--- config.mk ---
export PLATFORM = sky130hd
export DESIGN_NAME = queue_sender_flat
export DESIGN_NICKNAME = d
export VERILOG_FILES = /design/src/rtl/queue_sender_if.sv /design/src/rtl/queue_sender.sv /design/src/flat_wrapper.sv
export SDC_FILE = /design/constraint.sdc
export NUM_CORES = 1
export LEC_CHECK = 0
export ABC_CLOCK_PERIOD_IN_PS = 2500
export BUFFER_PORTS_ARGS = -buffer_cell sky130_fd_sc_hd__buf_2
export CORE_MARGIN = 2
export CORE_UTILIZATION = 47
export DETAILED_ROUTE_END_ITERATION = 10
export PLACE_DENSITY = 0.92
export SYNTH_ARGS = -nofsm -noshare
export SYNTH_HDL_FRONTEND = slang
export SYNTH_SLANG_ARGS = --single-unit
--- constraint.sdc ---
create_clock -name clk -period 2.5 [get_ports clk]
set_clock_uncertainty 0.1 [all_clocks]
set_input_delay 0.25 -clock clk [delete_from_list [all_inputs] [get_ports clk]]
set_output_delay 0.25 -clock clk [all_outputs]
set_load 0.05 [all_outputs]
--- src/rtl/queue_sender_if.sv ---
// ----------------------------------------------------------------------------
// queue_sender_if
// Bundles the signals between the queue sender, its input queue, the output
// arbiter and the downstream link.
//   q_empty / q_data / q_readed : queue status, async head flit, pop strobe
//   req / gnt                   : output-channel arbitration
//   tx_data / tx_valid /
//   tx_ready / tx_last          : flit stream towards the downstream link
//   busy / pkt_cnt              : status (sender not idle, packets sent)
// master = the sender, slave = the environment (queue, arbiter, link).
// ----------------------------------------------------------------------------
interface queue_sender_if #(
    parameter int BUS_SIZE = 32,
    parameter int CNT_SIZE = 16
);
    logic                q_empty;
    logic [BUS_SIZE-1:0] q_data;
    logic                q_readed;
    logic                req;
    logic                gnt;
    logic [BUS_SIZE-1:0] tx_data;
    logic                tx_valid;
    logic                tx_ready;
    logic                tx_last;
    logic                busy;
    logic [CNT_SIZE-1:0] pkt_cnt;

    modport master (
        input  q_empty, q_data, gnt, tx_ready,
        output q_readed, req, tx_data, tx_valid, tx_last, busy, pkt_cnt
    );

    modport slave (
        output q_empty, q_data, gnt, tx_ready,
        input  q_readed, req, tx_data, tx_valid, tx_last, busy, pkt_cnt
    );
endinterface

--- src/rtl/queue_sender.sv ---
// ----------------------------------------------------------------------------
// queue_sender
// Read side of a switch input queue. Takes whole packets (one header flit
// whose low LEN_SIZE bits hold the payload length N, then N payload flits)
// from the queue head, requests the output arbiter once per packet and, once
// granted, streams every flit of the packet to the output channel.
// Ports:
//   clk   : clock, rising edge
//   a_rst : synchronous active-high reset
//   bus   : queue_sender_if.master (queue, arbiter, tx link, status)
// ----------------------------------------------------------------------------
module queue_sender #(
    parameter int BUS_SIZE = 32,
    parameter int LEN_SIZE = 8,
    parameter int CNT_SIZE = 16
) (
    input  logic           clk,
    input  logic           a_rst,
    queue_sender_if.master bus
);
    localparam logic [1:0] S_IDLE = 2'd0;
    localparam logic [1:0] S_REQ  = 2'd1;
    localparam logic [1:0] S_SEND = 2'd2;

    localparam logic [LEN_SIZE:0]   REM_ONE = {{LEN_SIZE{1'b0}}, 1'b1};
    localparam logic [CNT_SIZE-1:0] CNT_ONE = {{(CNT_SIZE-1){1'b0}}, 1'b1};

    logic [1:0]          state_q, state_d;
    // Flits still to send, header included; one extra bit so that a maximum
    // length packet (N = 2**LEN_SIZE-1) loads 2**LEN_SIZE without overflow.
    logic [LEN_SIZE:0]   rem_q, rem_d;
    logic [CNT_SIZE-1:0] pkt_cnt_q, pkt_cnt_d;

    logic                sending;
    logic                tx_valid_c;
    logic                handshake;
    logic [BUS_SIZE-1:0] tx_data_c;

    // The head flit is offered straight from the async queue read port; a pop
    // happens only on a handshake, so a stalled flit stays stable by itself.
    always_comb begin
        sending    = (state_q == S_SEND);
        tx_valid_c = sending & ~bus.q_empty;
        handshake  = tx_valid_c & bus.tx_ready;
        tx_data_c  = tx_valid_c ? bus.q_data : '0;
    end

    assign bus.req      = (state_q == S_REQ) | sending;
    assign bus.tx_valid = tx_valid_c;
    assign bus.tx_data  = tx_data_c;
    assign bus.tx_last  = tx_valid_c & (rem_q == REM_ONE);
    assign bus.q_readed = handshake;
    assign bus.busy     = (state_q != S_IDLE);
    assign bus.pkt_cnt  = pkt_cnt_q;

    always_comb begin
        state_d   = state_q;
        rem_d     = rem_q;
        pkt_cnt_d = pkt_cnt_q;
        case (state_q)
            S_IDLE: begin
                if (!bus.q_empty) begin
                    state_d = S_REQ;
                end
            end
            S_REQ: begin
                // Header sits at the queue head; read its length without popping.
                if (bus.gnt) begin
                    rem_d   = {1'b0, bus.q_data[LEN_SIZE-1:0]} + REM_ONE;
                    state_d = S_SEND;
                end
            end
            S_SEND: begin
                // gnt is not looked at here: the channel is held until the
                // last flit is accepted.
                if (handshake) begin
                    rem_d = rem_q - REM_ONE;
                    if (rem_q == REM_ONE) begin
                        pkt_cnt_d = pkt_cnt_q + CNT_ONE;
                        state_d   = S_IDLE;
                    end
                end
            end
            default: begin
                state_d = S_IDLE;
            end
        endcase
    end

    always_ff @(posedge clk) begin
        if (a_rst) begin
            state_q   <= S_IDLE;
            rem_q     <= '0;
            pkt_cnt_q <= '0;
        end else begin
            state_q   <= state_d;
            rem_q     <= rem_d;
            pkt_cnt_q <= pkt_cnt_d;
        end
    end
endmodule

--- src/flat_wrapper.sv ---
// flat-port wrapper written by rule: the top's interface ports become plain ports
module queue_sender_flat 
#(
    parameter int BUS_SIZE = 32,
    parameter int LEN_SIZE = 8,
    parameter int CNT_SIZE = 16
)
  (clk, a_rst, bus_q_empty, bus_q_data, bus_gnt, bus_tx_ready, bus_q_readed, bus_req, bus_tx_data, bus_tx_valid, bus_tx_last, bus_busy, bus_pkt_cnt);
  queue_sender_if #(.BUS_SIZE(BUS_SIZE), .CNT_SIZE(CNT_SIZE)) bus_i ();
  input  logic clk;
  input  logic a_rst;
  input wire logic [$bits(bus_i.q_empty)-1:0] bus_q_empty;
  input wire logic [$bits(bus_i.q_data)-1:0] bus_q_data;
  input wire logic [$bits(bus_i.gnt)-1:0] bus_gnt;
  input wire logic [$bits(bus_i.tx_ready)-1:0] bus_tx_ready;
  output wire logic [$bits(bus_i.q_readed)-1:0] bus_q_readed;
  output wire logic [$bits(bus_i.req)-1:0] bus_req;
  output wire logic [$bits(bus_i.tx_data)-1:0] bus_tx_data;
  output wire logic [$bits(bus_i.tx_valid)-1:0] bus_tx_valid;
  output wire logic [$bits(bus_i.tx_last)-1:0] bus_tx_last;
  output wire logic [$bits(bus_i.busy)-1:0] bus_busy;
  output wire logic [$bits(bus_i.pkt_cnt)-1:0] bus_pkt_cnt;
  assign bus_i.q_empty = bus_q_empty;
  assign bus_i.q_data = bus_q_data;
  assign bus_i.gnt = bus_gnt;
  assign bus_i.tx_ready = bus_tx_ready;
  assign bus_q_readed = bus_i.q_readed;
  assign bus_req = bus_i.req;
  assign bus_tx_data = bus_i.tx_data;
  assign bus_tx_valid = bus_i.tx_valid;
  assign bus_tx_last = bus_i.tx_last;
  assign bus_busy = bus_i.busy;
  assign bus_pkt_cnt = bus_i.pkt_cnt;
  queue_sender #(.BUS_SIZE(BUS_SIZE), .LEN_SIZE(LEN_SIZE), .CNT_SIZE(CNT_SIZE)) u_core (.clk(clk), .a_rst(a_rst), .bus(bus_i));
endmodule
# Word level (Yosys, flattened, before mapping)
# Cells that the tools add are included.
totals:
  latch_bits: 0
  mem_bits_rw: 0
  output_inout_bits: 53
  mem_count: 0
  word_cells: 33
  register_bits: 27
  inputBits: 37
  rom_bits: 0
op_classes:
  eq_ne: 7
  n_div: 0
  addsub: 3
  shifts: 0
  n_mul: 0
  reduce_logical: 6
  bitwise: 5
  muxes: 9
  order_cmp: 0
op_table:
  columns: ["op", "count"]
  rows:
  - ["$mux 32", 1]
  - ["$mux 9", 2]
  - ["$pmux 9 s2", 1]
  - ["$add 16x1->16 const B", 1]
  - ["$add 8x1->9 const B", 1]
  - ["$eq 9x1->1 const B", 1]
  - ["$sub 9x1->9 const B", 1]
  - ["$mux 2", 4]
  - ["$ne 2x2->1 const B", 4]
  - ["$pmux 2 s3", 1]
  - ["$reduce_and 3->1", 2]
  - ["$reduce_and 4->1", 1]
  - ["$reduce_bool 2->1", 2]
  - ["$and 1x1->1", 3]
  - ["$eq 2x1->1 const B", 1]
  - ["$eq 2x2->1 const B", 1]
  - ["$logic_not 2->1", 1]
  - ["$not 1->1", 1]
  - ["$or 1x1->1", 1]

# Logic depth before layout (Yosys ltp)
logic_depth:
  depth_word: 5
  ltp_mapped: 9

# Worst setup path after synthesis
# No wires, ideal clock.
synth_path:
  path_kind: "register -> output"
  from: "register u_core.state_q[0]"
  to: "output port bus_tx_data[22]"
  t_arrival_ns: 2.074
  slack_ns: 0.076
  n_path_buf: 2
  stages_incl_launch_ff: 7
  path_cell_list: "dfxtp_1 -> inv_1 -> ha_1 -> buf_2 -> nor2b_1 -> clkbuf_1 -> and2_1"
synth_via:
  elab_chain_len: 3
synth_rtl:
  columns: ["element", "line", "rtl"]
  rows:
  - ["start, declared", "queue_sender.sv:28", "logic [1:0] state_q, state_d;"]
  - ["start signal, assigned", "queue_sender.sv:96", "state_q <= state_d;"]
  - ["$eq 2x2->1", "queue_sender.sv:42", "sending = (state_q == S_SEND);"]
  - ["$and 1x1->1", "queue_sender.sv:43", "tx_valid_c = sending & ~bus.q_empty;"]
  - ["net bus_tx_valid", "flat_wrapper.sv:19", "output wire logic [$bits(bus_i.tx_valid)-1:0] bus_tx_valid;"]
  - ["$mux 32", "queue_sender.sv:45", "tx_data_c = tx_valid_c ? bus.q_data : '0;"]
  - ["end, declared", "flat_wrapper.sv:18", "output wire logic [$bits(bus_i.tx_data)-1:0] bus_tx_data;"]
# The timed path passes the listed nets, and every way through them passes these cells.

# Worst setup path in the final report
layout_path:
  from: "register u_core.rem_q[0]"
  to: "register u_core.pkt_cnt_q[14] (netlist: u_core.bus.pkt_cnt[14])"
layout_via:
  elab_chain_len: 2
layout_rtl:
  columns: ["element", "line", "rtl"]
  rows:
  - ["start, declared", "queue_sender.sv:31", "logic [LEN_SIZE:0] rem_q, rem_d;"]
  - ["start signal, assigned", "queue_sender.sv:97", "rem_q <= rem_d;"]
  - ["$eq 9x1->1", "queue_sender.sv:78", "if (rem_q == REM_ONE) begin"]
  - ["$reduce_and 3->1 (no source line)", null, null]
  - ["end signal, assigned", "queue_sender.sv:98", "pkt_cnt_q <= pkt_cnt_d;"]
  - ["end, declared", "queue_sender.sv:32", "logic [CNT_SIZE-1:0] pkt_cnt_q, pkt_cnt_d;"]
# Every way passes these cells.
# A chain may end at the register's enable or synchronous reset.

==> results_tabular.tex <==
\begin{tabular}{lr}
\hline
Metric & Value \\
\hline
\multicolumn{2}{l}{\textbf{Global routing}} \\
\quad Number of antenna violations at the first check in global routing & 0 \\
\quad Via count of the first global-routing pass & about 1800 \\
\quad Final global-route overflow total & 0 \\
\quad First-pass GRT wire length & roughly 7.5 mm \\
\quad Pin count of the biggest net entering global routing & 35 \\
\quad GRT Util Overall & 0.206 \\
\multicolumn{2}{l}{\textbf{CTS}} \\
\quad Hold-fix buffers, CTS & 0 \\
\quad Clock-pin slew on the worst setup and hold paths & $\sim$0.090 ns \\
\quad Number of buffers added by the clock tree synthesis step & 3 \\
\quad Clock tree from TritonCTS & built \\
\quad TritonCTS sink count & 27 \\
\quad Number of cells upsized or downsized after cts & 0 \\
\quad Clock tree root buffer cell & sky130\_fd\_sc\_hd\_\_clkbuf\_8 \\
\quad Later-pin clock latency in the skew report & roughly 0.27 ns \\
\quad Setup fix buffers added after clock tree synthesis & 0 \\
\quad Buffer levels on the longest clock path & 2 \\
\quad Level count of the clock H-tree & 1 \\
\multicolumn{2}{l}{\textbf{Floorplan}} \\
\quad Die area & around 0.0046 mm2 \\
\quad Die Span X & 67.5 um \\
\quad Die Span Y & around 68 um \\
\quad Starting density of the core & 0.481 \\
\quad Area inside the core boundary & approximately 0.004 mm2 \\
\quad Floorplan row count & 23 \\
\quad Number of placed I/O pins & 90 \\
\multicolumn{2}{l}{\textbf{Timing}} \\
\quad Setup tns final & 0 ns \\
\quad Worst hold slack across all endpoints & 0.304 ns \\
\quad Transition at the pin with the smallest max-transition slack & about 0.60 ns \\
\quad Setup repair after global routing missed its margin & no \\
\quad Final worst slack & 0.311 ns \\
\quad Portion of the clock cycle consumed by the worst path in the final layout & 0.876 \\
\quad Max Freq & 457 MHz \\
\quad Shortest period the worst path allows & 2.19 ns \\
\quad Final setup violating endpoints & 0 \\
\quad Max-slew violation count & 0 \\
\quad Slew HR & 0.598 \\
\quad Final Hold Viols & 0 \\
\multicolumn{2}{l}{\textbf{Logic synthesis}} \\
\quad Synth async-reset ratio & 0 \\
\quad Count leader, synth & sky130\_fd\_sc\_hd\_\_and2\_1 \\
\quad Post-synthesis cell count & roughly 240 \\
\quad Total of flip-flops plus latches after synthesis & 27 \\
\quad Net count of the mapped netlist & roughly 290 \\
\quad Number of distinct standard cells referenced by the synthesized netlist & 39 \\
\quad Post-synth top flop & sky130\_fd\_sc\_hd\_\_dfxtp\_1 \\
\quad Cell types with the highest counts after synthesis & 33 x sky130\_fd\_sc\_hd\_\_and2\_1, 27 x sky130\_fd\_sc\_hd\_\_dfxtp\_1, 21 x sky130\_fd\_sc\_hd\_\_o21ai\_0, 17 x sky130\_fd\_sc\_hd\_\_a21oi\_1 \\
\quad Average cell area after synthesis & around 7.8 um2 \\
\quad Total of warnings raised by yosys & 0 \\
\quad Sequential share of the synthesized area & 0.285 \\
\quad Synth top area cells & sky130\_fd\_sc\_hd\_\_dfxtp\_1 29\%, sky130\_fd\_sc\_hd\_\_and2\_1 11\%, sky130\_fd\_sc\_hd\_\_o21ai\_0 5.5\% \\
\quad Post-Synthesis Cell Area & $\sim$0.0019 mm2 \\
\quad Number of enable-type register cells in the synthesized netlist & 0 \\
\quad Area fraction of the dominant cell type after synthesis & 0.285 \\
\quad Top cell type by total area after synthesis & sky130\_fd\_sc\_hd\_\_dfxtp\_1 \\
\multicolumn{2}{l}{\textbf{Drt}} \\
\quad Avg Vias per Cell & $\sim$5.5 \\
\quad Final ANT Viol Nets & 0 \\
\quad Routed length per instance & approximately 12 um \\
\quad Iteration-0 DRC count of the detailed router & 97 \\
\quad Remaining DRCs & 0 \\
\quad Sum of routed wire length over all layers & approximately 4.6 mm \\
\quad Total iterations of the first detailed-routing run & 4 \\
\quad Via count & 2068 \\
\multicolumn{2}{l}{\textbf{Worst setup path}} \\
\quad Critical path's largest stage delay & between 0.5 and 0.6 ns \\
\quad List of cells traversed by the critical path & ha\_1, nor4b\_2, nand4\_1, or4\_1, a21oi\_1 \\
\quad Nature of the critical path startpoint & register \\
\quad Data required time of the worst path & $\sim$2.6 ns \\
\quad CP Capture Type & register \\
\quad Worst path arrival time & roughly 2.3 ns \\
\quad CP Max Fanout & 13 \\
\quad Master of the slowest instance on the critical path & sky130\_fd\_sc\_hd\_\_or4\_1 \\
\quad Crit Path Class & register to register \\
\multicolumn{2}{l}{\textbf{Cells and area}} \\
\quad Final layout net count & 373 \\
\quad Antenna Diode Count & 0 \\
\quad Sequential cell area in the final layout & approximately 540 um2 \\
\quad Non-Filler Instances & approximately 380 \\
\quad Fraction of layout instances using a drive strength above 1 & 0.309 \\
\quad Finished Cell Area & 0.00242 mm2 \\
\quad Layout filler cell count & around 340 \\
\quad Area used by multi-input combinational logic & about 0.0013 mm2 \\
\quad Area growth from synthesis to layout & 27.9\% \\
\quad Final core utilization & 0.615 \\
\multicolumn{2}{l}{\textbf{Placement}} \\
\quad Buffers on Ports & just under 90 \\
\quad Total placed instance area & approximately 0.0024 mm2 \\
\quad Placed Cells incl. Taps & between 300 and 400 \\
\quad Total half-perimeter wirelength after legalization and detailed placement & approximately 3.6 mm \\
\quad Weighted congestion reported at the end of routability-driven placement & a little under 0.8 \\
\quad Worst-case setup slack after placement & $\sim$0.24 ns \\
\multicolumn{2}{l}{\textbf{Power}} \\
\quad Leak & 1.10 nW \\
\quad Sum of internal, switching and leakage power & about 1.7 mW \\
\quad Worst IR drop on VDD & between 400 and 500 uV \\
\quad Pwr dens & a little over 700 mW/mm2 \\
\multicolumn{2}{l}{\textbf{Run}} \\
\quad Max Cap Violations & 0 \\
\multicolumn{2}{l}{\textbf{Outcome}} \\
\quad Outcome & finished, final reports clean \\
\multicolumn{2}{l}{\textbf{Worst hold path}} \\
\quad Hold WC Path Type & input pin to register \\
\hline
\end{tabular}
[cells in the final DEF, fill, tap and decap left out, drive strengths merged]
cell type / count
a211oi: 3
a21boi: 3
a21oi: 17
a31oi: 2
and2: 33
and3: 1
and3b: 1
and4: 3
and4b: 2
buf: 93
clkbuf: 4
dfxtp: 27
ha: 8
inv: 9
mux2i: 4
nand2: 10
nand2b: 8
nand3: 8
nand4: 9
nor2: 6
nor2b: 7
nor3: 6
nor3b: 3
nor4: 3
nor4b: 1
o21a: 5
o21ai: 22
o22a: 2
o22ai: 2
o31ai: 6
or3: 9
or4: 5
xnor2: 4
xor2: 1
[state kept, by name, summed over array words and instances, names as in the netlist]
name	cells
u_core.rem_q	9
u_core.bus.pkt_cnt	16
u_core.state_q	2
[area by class of cell]
cell class / instances / share of cell area
repair buffers: 93 / 0.196
multi-input cells: 194 / 0.523
well taps: 50 / 0.0258
flip-flops and latches: 27 / 0.223
clock buffers: 4 / 0.0186
inverters: 9 / 0.0139
[layer usage]
| metal | wire length, um | GRT usage |
|---|---|---|
| met5 | 0 | 0 |
| met3 | 295 | 0.0283 |
| met4 | 65 | 0.0816 |
| met1 | 1920 | 0.232 |
| met2 | 2340 | 0.385 |
[cell families (layout without fill, tap and decap cells)]
family | after synthesis | after routing | share of synthesized area
AND/OR/NAND/NOR | 115 | 115 | 0.379
flip-flops | 27 | 27 | 0.285
AO/OA/AOI/OAI | 62 | 62 | 0.193
multiplexers | 4 | 4 | 0.0211
XOR/XNOR | 5 | 5 | 0.0231
adder cells (fa/ha/maj) | 8 | 8 | 0.0528
buffers and inverters | 22 | 106 | 0.0462
[final timing paths]
kind,slack (ns),to,depth (start not counted),startpoint
setup / recovery,0.31,u_core.bus.pkt_cnt[14],5,u_core.rem_q[0]
hold / removal,0.30,u_core.rem_q[0],4,bus_q_data[0]
setup reg to reg,0.31,u_core.bus.pkt_cnt[14],5,u_core.rem_q[0]
hold reg to reg,0.39,u_core.bus.pkt_cnt[15],2,u_core.bus.pkt_cnt[15]
[where the power goes]
| part | internal, mW | switching [mW] |
|---|---|---|
| Combinational | 0.305 | 0.589 |
| Clock | 0.114 | 0.135 |
| Sequential | 0.489 | 0.0826 |
| Total | 0.908 | 0.806 |
[critical path, delay by kind of cell, from the launching register on]
family                     cells  cell delay (ns)
and+or+nand+nor                3             1.24
DFF                            1             0.44
adders and majority gates      1             0.19
AOI/OAI and AO/OA              1             0.16
Power figures use the tool's default switching activity.
